`src/rtl/clint_top.sv`:
```
`default_nettype none
// ============================================================================
//  Module      : clint_top
//  Description : Core-local interruptor. Holds the memory-mapped msip,
//                mtimecmp and mtime registers behind a single-outstanding
//                valid/ready request/response port, runs a prescaled
//                free-running mtime counter and drives the machine-timer
//                and machine-software interrupt lines.
//
//  Ports
//    clk         system clock
//    rst         synchronous active-high reset
//    req_valid   request present
//    req_ready   request accepted when high together with req_valid
//    req_wen     1 = write, 0 = read
//    req_addr    byte address (64 bit)
//    req_wdata   write data (64 bit)
//    req_wstrb   byte enables, bit i covers wdata[8i+7:8i]
//    rsp_valid   response present
//    rsp_ready   response consumed when high together with rsp_valid
//    rsp_rdata   read data, 0 for writes and errors
//    rsp_err     unmapped or misaligned access
//    clint_mtip  machine timer interrupt pending (mtime >= mtimecmp)
//    clint_msip  machine software interrupt pending (msip bit 0)
//
//  Revision    : 1.0  initial release
// ============================================================================
module clint_top #(
    parameter logic [63:0] BASE_ADDR = 64'h0200_0000,
    parameter int unsigned TICK_DIV  = 1
) (
    input  logic        clk,
    input  logic        rst,
    input  logic        req_valid,
    output logic        req_ready,
    input  logic        req_wen,
    input  logic [63:0] req_addr,
    input  logic [63:0] req_wdata,
    input  logic [7:0]  req_wstrb,
    output logic        rsp_valid,
    input  logic        rsp_ready,
    output logic [63:0] rsp_rdata,
    output logic        rsp_err,
    output logic        clint_mtip,
    output logic        clint_msip
);

    localparam logic [63:0] c_OFS_MSIP     = 64'h0000_0000_0000_0000;
    localparam logic [63:0] c_OFS_MTIMECMP = 64'h0000_0000_0000_4000;
    localparam logic [63:0] c_OFS_MTIME    = 64'h0000_0000_0000_BFF8;
    localparam logic [15:0] c_TICK_LAST    = 16'(TICK_DIV - 1);

    localparam logic [0:0]  c_IDLE = 1'b0;
    localparam logic [0:0]  c_RESP = 1'b1;

    // ------------------------------------------------------------------------
    // State and registers
    // ------------------------------------------------------------------------
    logic [0:0]  r_state;
    logic [0:0]  w_state_next;

    logic [63:0] r_mtime;
    logic [63:0] r_mtimecmp;
    logic        r_msip;
    logic [15:0] r_tick_cnt;
    logic        r_mtip;
    logic        r_msip_out;
    logic [63:0] r_rsp_rdata;
    logic        r_rsp_err;

    // ------------------------------------------------------------------------
    // Request decode
    // ------------------------------------------------------------------------
    logic        w_accept;
    logic [63:0] w_offset;
    logic        w_misaligned;
    logic        w_sel_msip;
    logic        w_sel_mtimecmp;
    logic        w_sel_mtime;
    logic        w_err;
    logic        w_do_write;
    logic        w_wr_msip;
    logic        w_wr_mtimecmp;
    logic        w_wr_mtime;
    logic [63:0] w_mask;
    logic [63:0] w_mtimecmp_merged;
    logic [63:0] w_mtime_merged;
    logic        w_msip_merged;
    logic [63:0] w_rdata;
    logic        w_tick;

    assign w_accept       = req_valid & req_ready;
    assign w_offset       = req_addr - BASE_ADDR;
    assign w_misaligned   = |req_addr[2:0];
    assign w_sel_msip     = ~w_misaligned & (w_offset == c_OFS_MSIP);
    assign w_sel_mtimecmp = ~w_misaligned & (w_offset == c_OFS_MTIMECMP);
    assign w_sel_mtime    = ~w_misaligned & (w_offset == c_OFS_MTIME);
    assign w_err          = ~(w_sel_msip | w_sel_mtimecmp | w_sel_mtime);

    // Error accesses never reach a register because every select is gated.
    assign w_do_write     = w_accept & req_wen;
    assign w_wr_msip      = w_do_write & w_sel_msip;
    assign w_wr_mtimecmp  = w_do_write & w_sel_mtimecmp;
    assign w_wr_mtime     = w_do_write & w_sel_mtime;

    // Byte strobes expanded into a per-bit write mask.
    for (genvar gi = 0; gi < 8; gi++) begin : g_mask
        assign w_mask[8*gi +: 8] = {8{req_wstrb[gi]}};
    end

    assign w_mtimecmp_merged = (r_mtimecmp & ~w_mask) | (req_wdata & w_mask);
    assign w_mtime_merged    = (r_mtime    & ~w_mask) | (req_wdata & w_mask);
    // Only bit 0 of msip exists, so only strobe 0 can change it.
    assign w_msip_merged     = req_wstrb[0] ? req_wdata[0] : r_msip;

    // Read data reflects the registers before this cycle's update.
    always_comb begin
        w_rdata = 64'd0;
        if (w_sel_msip) begin
            w_rdata = {63'd0, r_msip};
        end else if (w_sel_mtimecmp) begin
            w_rdata = r_mtimecmp;
        end else if (w_sel_mtime) begin
            w_rdata = r_mtime;
        end
    end

    assign w_tick = (r_tick_cnt == c_TICK_LAST);

    // ------------------------------------------------------------------------
    // Handshake FSM
    // ------------------------------------------------------------------------
    always_ff @(posedge clk) begin
        if (rst) begin
            r_state <= c_IDLE;
        end else begin
            r_state <= w_state_next;
        end
    end

    always_comb begin
        w_state_next = r_state;
        req_ready    = 1'b0;
        rsp_valid    = 1'b0;
        case (r_state)
            c_IDLE: begin
                req_ready = 1'b1;
                if (req_valid) begin
                    w_state_next = c_RESP;
                end
            end
            c_RESP: begin
                rsp_valid = 1'b1;
                if (rsp_ready) begin
                    w_state_next = c_IDLE;
                end
            end
            default: begin
                w_state_next = c_IDLE;
            end
        endcase
    end

    // ------------------------------------------------------------------------
    // Response capture; held untouched while the response waits in RESP
    // ------------------------------------------------------------------------
    always_ff @(posedge clk) begin
        if (rst) begin
            r_rsp_rdata <= 64'd0;
            r_rsp_err   <= 1'b0;
        end else if (w_accept) begin
            r_rsp_err   <= w_err;
            r_rsp_rdata <= (w_err | req_wen) ? 64'd0 : w_rdata;
        end
    end

    assign rsp_rdata = r_rsp_rdata;
    assign rsp_err   = r_rsp_err;

    // ------------------------------------------------------------------------
    // Timer, compare and software-interrupt registers
    // ------------------------------------------------------------------------
    always_ff @(posedge clk) begin
        if (rst) begin
            r_mtime    <= 64'd0;
            r_mtimecmp <= 64'hFFFF_FFFF_FFFF_FFFF;
            r_msip     <= 1'b0;
            r_tick_cnt <= 16'd0;
            r_mtip     <= 1'b0;
            r_msip_out <= 1'b0;
        end else begin
            // Prescaler runs regardless of software writes to mtime.
            if (w_tick) begin
                r_tick_cnt <= 16'd0;
            end else begin
                r_tick_cnt <= r_tick_cnt + 16'd1;
            end

            // A software write wins over the tick increment in the same cycle.
            if (w_wr_mtime) begin
                r_mtime <= w_mtime_merged;
            end else if (w_tick) begin
                r_mtime <= r_mtime + 64'd1;
            end

            if (w_wr_mtimecmp) begin
                r_mtimecmp <= w_mtimecmp_merged;
            end

            if (w_wr_msip) begin
                r_msip <= w_msip_merged;
            end

            // Interrupt lines sample the current register values, so a
            // register change shows up on the line one edge later.
            r_mtip     <= (r_mtime >= r_mtimecmp);
            r_msip_out <= r_msip;
        end
    end

    assign clint_mtip = r_mtip;
    assign clint_msip = r_msip_out;

endmodule
`default_nettype wire
```
`config.mk`:
```
export PLATFORM = sky130hd
export DESIGN_NAME = clint_top
export DESIGN_NICKNAME = d
export VERILOG_FILES = /design/src/rtl/clint_top.sv
export SDC_FILE = /design/constraint.sdc
export NUM_CORES = 1
export LEC_CHECK = 0
export ABC_AREA = 1
export ABC_CLOCK_PERIOD_IN_PS = 3600
export BUFFER_PORTS_ARGS = -buffer_cell sky130_fd_sc_hd__buf_2
export CELL_PAD_IN_SITES_DETAIL_PLACEMENT = 1
export CELL_PAD_IN_SITES_GLOBAL_PLACEMENT = 1
export CORE_ASPECT_RATIO = 1.75
export CORE_UTILIZATION = 42
export CTS_BUF_LIST = sky130_fd_sc_hd__clkbuf_8
export DETAILED_ROUTE_END_ITERATION = 12
export GPL_ROUTABILITY_DRIVEN = 0
export PLACE_DENSITY = 0.94
export SLEW_MARGIN = 10
export SYNTH_ARGS = -nofsm -noshare
export SYNTH_HDL_FRONTEND = slang
export SYNTH_SLANG_ARGS = --single-unit
```
`constraint.sdc`:
```
create_clock -name clk -period 3.6 [get_ports clk]
set_input_delay 0.36 -clock clk [delete_from_list [all_inputs] [get_ports clk]]
set_output_delay 0.36 -clock clk [all_outputs]
set_load 0.02 [all_outputs]
```
* Word level (Yosys, flattened, before mapping)
Cells that the tools add are included.
** Storage, ports and cells
- Register bits after elaboration :: 213
- Output and inout bits :: 69
- Logic and storage cells :: 52
** Operators by class
- Add/subtract/negate cells :: 3
- $lt $le $gt $ge :: 1
- Eq/ne operators :: 2
- Multiplexer cells :: 11
- Bitwise gates (word level) :: 20
- Reduce and logical (&&, ||, !) cells :: 6
** Operators by type and width (count)
- $mux 64 :: 6
- $and 64x64->64 :: 3
- $or 64x64->64 :: 2
- $add 64x1->64 const B :: 1
- $eq 64x15->1 const B :: 1
- $eq 64x16->1 const B :: 1
- $ge 64x64->1 :: 1
- $logic_not 64->1 :: 1
- $not 64->64 :: 1
- $sub 64x26->64 const B :: 1
- $add 16x1->16 const B :: 1
- $logic_not 16->1 :: 1
- $and 1x1->1 :: 8
- $mux 1 :: 4
- $not 1->1 :: 3
- $or 1x1->1 :: 3
- $reduce_or 3->1 :: 1
- $pmux 1 s2 :: 1
- $reduce_and 2->1 :: 1
- $reduce_bool 2->1 :: 1
- $reduce_or 2->1 :: 1

* Depth between registers and ports, before layout
- Word-level depth :: 8
- Gate-level depth with buffers :: 21

* Least setup slack after synthesis
No wires, ideal clock.
- Kind :: in2reg
- Start point :: input req_addr[25]
- End point :: register with a tool-made name
- Library setup time :: 0.116 ns
- Arrival time :: 2.605 ns
- Required time :: 3.484 ns
- Path slack :: 0.879 ns
- Stages :: 19
- Path through :: inv_1 > ha_1 > nand2_2 > nor2_4 > nand2_1 > o21ai_2 > nand2_1 > nor2_1 > nand2_1 > nor2_1 > nand2_1 > nor2_4 > nand3_4 > buf_2 > buf_2 > nand3_1 > nand2_1 > nor2_1 > nor2_1
** RTL lines
- from (decl) :: RTL line 37 : input logic [63:0] req_addr,

==> impl_metrics.py <==
metrics = {
    "outcome": {
        "status": "finished clean",
    },
    "global_routing": {
        "antenna_found_initial": 4,
        "grt_use_total": 0.3498,
        "first_global_vias": 19699,
        "grt_overflow": 0,
        "grt_pass1_wl_mm": 99.41,
        "grt_start_max_net_pins": 89,
    },
    "pwr": {
        "netSwitchingFraction": 0.2809,
        "p_switching_mw": 1.384,
        "pwr-share-clk": 0.430,
        "ir_drop_v": 0.0001906,
        "p_total_mw": 4.928,
        "p_int_mw": 3.544,
        "power_density_nw_per_um2": 285.4,
        "power_frac_seq": 0.480,
        "power_leakage_nw": 8.202,
        "power_frac_comb": 0.090,
    },
    "synth": {
        "syn-num-nets": 2592,
        "syn_avg_cell_area_um2": 6.254,
        "synthSimpleGateAreaFrac": 0.3792,
        "synth_seq_cells": 213,
        "synth_compound_area_frac": 0.1454,
        "synth_top_family_by_area": "simple AND/OR/NAND/NOR gates",
        "synth-adder-area-share": 0.05709,
        "yosys-top-cells-area": "dfxtp_1 29%, nand2_1 16%, nor2_1 7.0%",
        "ys_types": 45,
        "ys_warn_count": 0,
        "synthXorXnorAreaFrac": 0.03820,
        "synthesis.area_um2": 14900,
        "synth-main-ff-cell": "dfxtp_1",
        "synth_top_area_cell": "dfxtp_1",
        "synth_edf_count": 0,
        "netlist_instances": 2383,
        "seq_area_frac_synth": 0.2861,
        "yosysTopAreaCellShare": 0.2861,
        "async_flop_share": 0,
        "synth_mux_area_frac": 0,
    },
    "sta": {
        "fin_setup_tns_ns": 0,
        "setup_violations": 0,
        "report.final.hold_viol_count": 0,
        "setup_slack_ns": 0.2112,
        "fmax_mhz": 295.1,
        "tightest_slew_ns": 0.9995,
        "slew_viol_final": 0,
        "finalCritPeriodShare": 0.9413,
        "rsz0062_at_grt": "no",
        "skew_ns": 0.02751,
        "relSlewSlack": 0.3336,
        "fin_crit_ns": 3.389,
        "whs_ns": 0.05064,
    },
    "floorplanning": {
        "pin_count": 210,
        "row_count": 90,
        "coreArea_um2": 34680,
        "start_util": 0.4297,
        "die_h_um": 251.2,
        "die_area_um2": 36270,
        "die_w_um": 144.4,
    },
    "detailed_routing": {
        "avgViaCountPerCell": 5.915,
        "ant_nets": 0,
        "drt-initial-drc-count": 1053,
        "wl_mm": 62.94,
        "drc": 0,
        "vias": 18172,
        "wl_per_cell_um": 20.49,
        "firstDrtPassIters": 7,
    },
    "setup_path": {
        "start_kind": "flip-flop",
        "end_kind": "flip-flop",
        "timing.critical_path.fanout_max": 5,
        "required_ns": 4.12,
        "path_class": "reg2reg",
        "crit_arrival_ns": 3.91,
        "reg2reg_depth": 13,
        "reg2reg_setup_slack_ns": 0.21,
    },
    "clock_tree": {
        "clock_latency_ns": 0.62,
        "htreeDepth": 1,
        "cts_buffer_depth": 3,
        "clock-root-buffer": "clkbuf_8",
        "numCtsBuffers": 31,
        "cts_tree": "done",
        "clkTransAtPathRegs_ns": 0.08,
        "numClockSinks": 213,
    },
    "layout": {
        "fin_nets": 2793,
        "drive_above_1_share": 0.1354,
        "final_common_cell": "nand2_1",
        "instances_no_fill": 3072,
        "area_growth_pct": 15.88,
        "post-route-util": 0.4979,
        "final_cell_mix": "637 x nand2_1, 274 x nor2_1, 254 x inv_1, 213 x dfxtp_1, 208 x buf_2",
        "fillers": 4879,
        "final_cell_area_um2": 17270,
    },
    "placement": {
        "dp.cells": 3011,
        "post-place-ws_ns": -0.04824,
        "dp_hpwl_mm": 46.13,
        "io_buffers": 209,
        "place_area_um2": 16600,
    },
    "worst_hold_path": {
        "hp-class": "in2reg",
        "whs_path_depth": 3,
    },
    "run": {
        "drv_cap": 0,
    },
}
[cell type report]
| type | count | area (um^2) | area share |
|---|---|---|---|
| Inverter | 258 | 968.4 | 0.05607 |
| Tap cell | 460 | 575.6 | 0.03333 |
| Antenna cell | 4 | 10.01 | 0.0005796 |
| Clock inverter | 14 | 70.07 | 0.004057 |
| Clock buffer | 43 | 591.8 | 0.03427 |
| Multi-Input combinational cell | 1819 | 9251 | 0.5357 |
| Timing Repair Buffer | 261 | 1539 | 0.08911 |
| Sequential cell | 213 | 4264 | 0.2469 |
[repair_timing]
item                                    in CTS  in global routing
hold buffers                                 0                  0
endpoints found under the setup margin       0                  1
setup buffers                                0                  0
resized for setup                            0                  1
[cell families (layout without fill, tap and decap cells)]
logic type | Yosys count | after routing
AOI/OAI and AO/OA | 379 | 379
buffers and inverters | 351 | 576
adders and majority gates | 68 | 68
DFF | 213 | 213
and+or+nand+nor | 1307 | 1307
other | 0 | 4
xor gates and xnor gates | 65 | 65
[power groups by stage]
stage                     clock [mW]  combinational, mW  sequential, mW
after floorplan                    0              0.210            2.42
after global placement             0              0.410            2.42
after detailed placement           0              0.427            2.42
after CTS                       2.14              0.431            2.37
after global routing            2.24              0.476            2.36
final                           2.12              0.443            2.37
[layer usage]
metal  track usage  part of all wire
met1        0.3219              0.33
met2        0.6330              0.51
met3       0.06305             0.059
met4        0.3275              0.11
met5             0           0.00022
[how the worst min path moves through the flow]
stage                        startpoint          to  slack [ns]
final                     req_wdata[63]   flip-flop        0.05
after global routing      req_wdata[63]   flip-flop        0.07
after CTS                 req_wdata[32]   flip-flop        0.03
after detailed placement      flip-flop   flip-flop        0.45
after global placement        flip-flop   flip-flop        0.44
after floorplan                  r_msip  clint_msip        0.43
[critical path, stage by stage (launching register included)]
cell,delay [ns]
dfxtp_1,0.44
nand3_1,0.16
nor2_1,0.22
nand2_1,0.21
nor2_1,0.27
nand3_1,0.27
nor2_1,0.39
nand3_1,0.30
nor2_1,0.36
nand3_1,0.19
xor2_1,0.18
nand2_1,0.09
nand3_1,0.09
a21oi_1,0.14
[cell usage after synthesis (3+ instances only)]
cell / n
a211oi_1: 6
a21oi_1: 142
a31oi_1: 3
buf_2: 9
buf_4: 7
buf_6: 6
clkbuf_1: 70
dfxtp_1: 213
ha_1: 68
inv_1: 249
inv_2: 8
nand2_1: 638
nand2_2: 8
nand3_1: 204
nand3b_1: 12
nand4_1: 59
nor2_1: 276
nor2_2: 9
nor2_4: 6
nor3_1: 50
nor3b_1: 8
nor4_1: 26
o2111ai_1: 3
o211ai_1: 21
o21ai_0: 144
o21ai_1: 10
o221ai_1: 3
o311ai_0: 27
o311ai_1: 15
xnor2_1: 17
xor2_1: 48
Power figures use the tool's default switching activity.
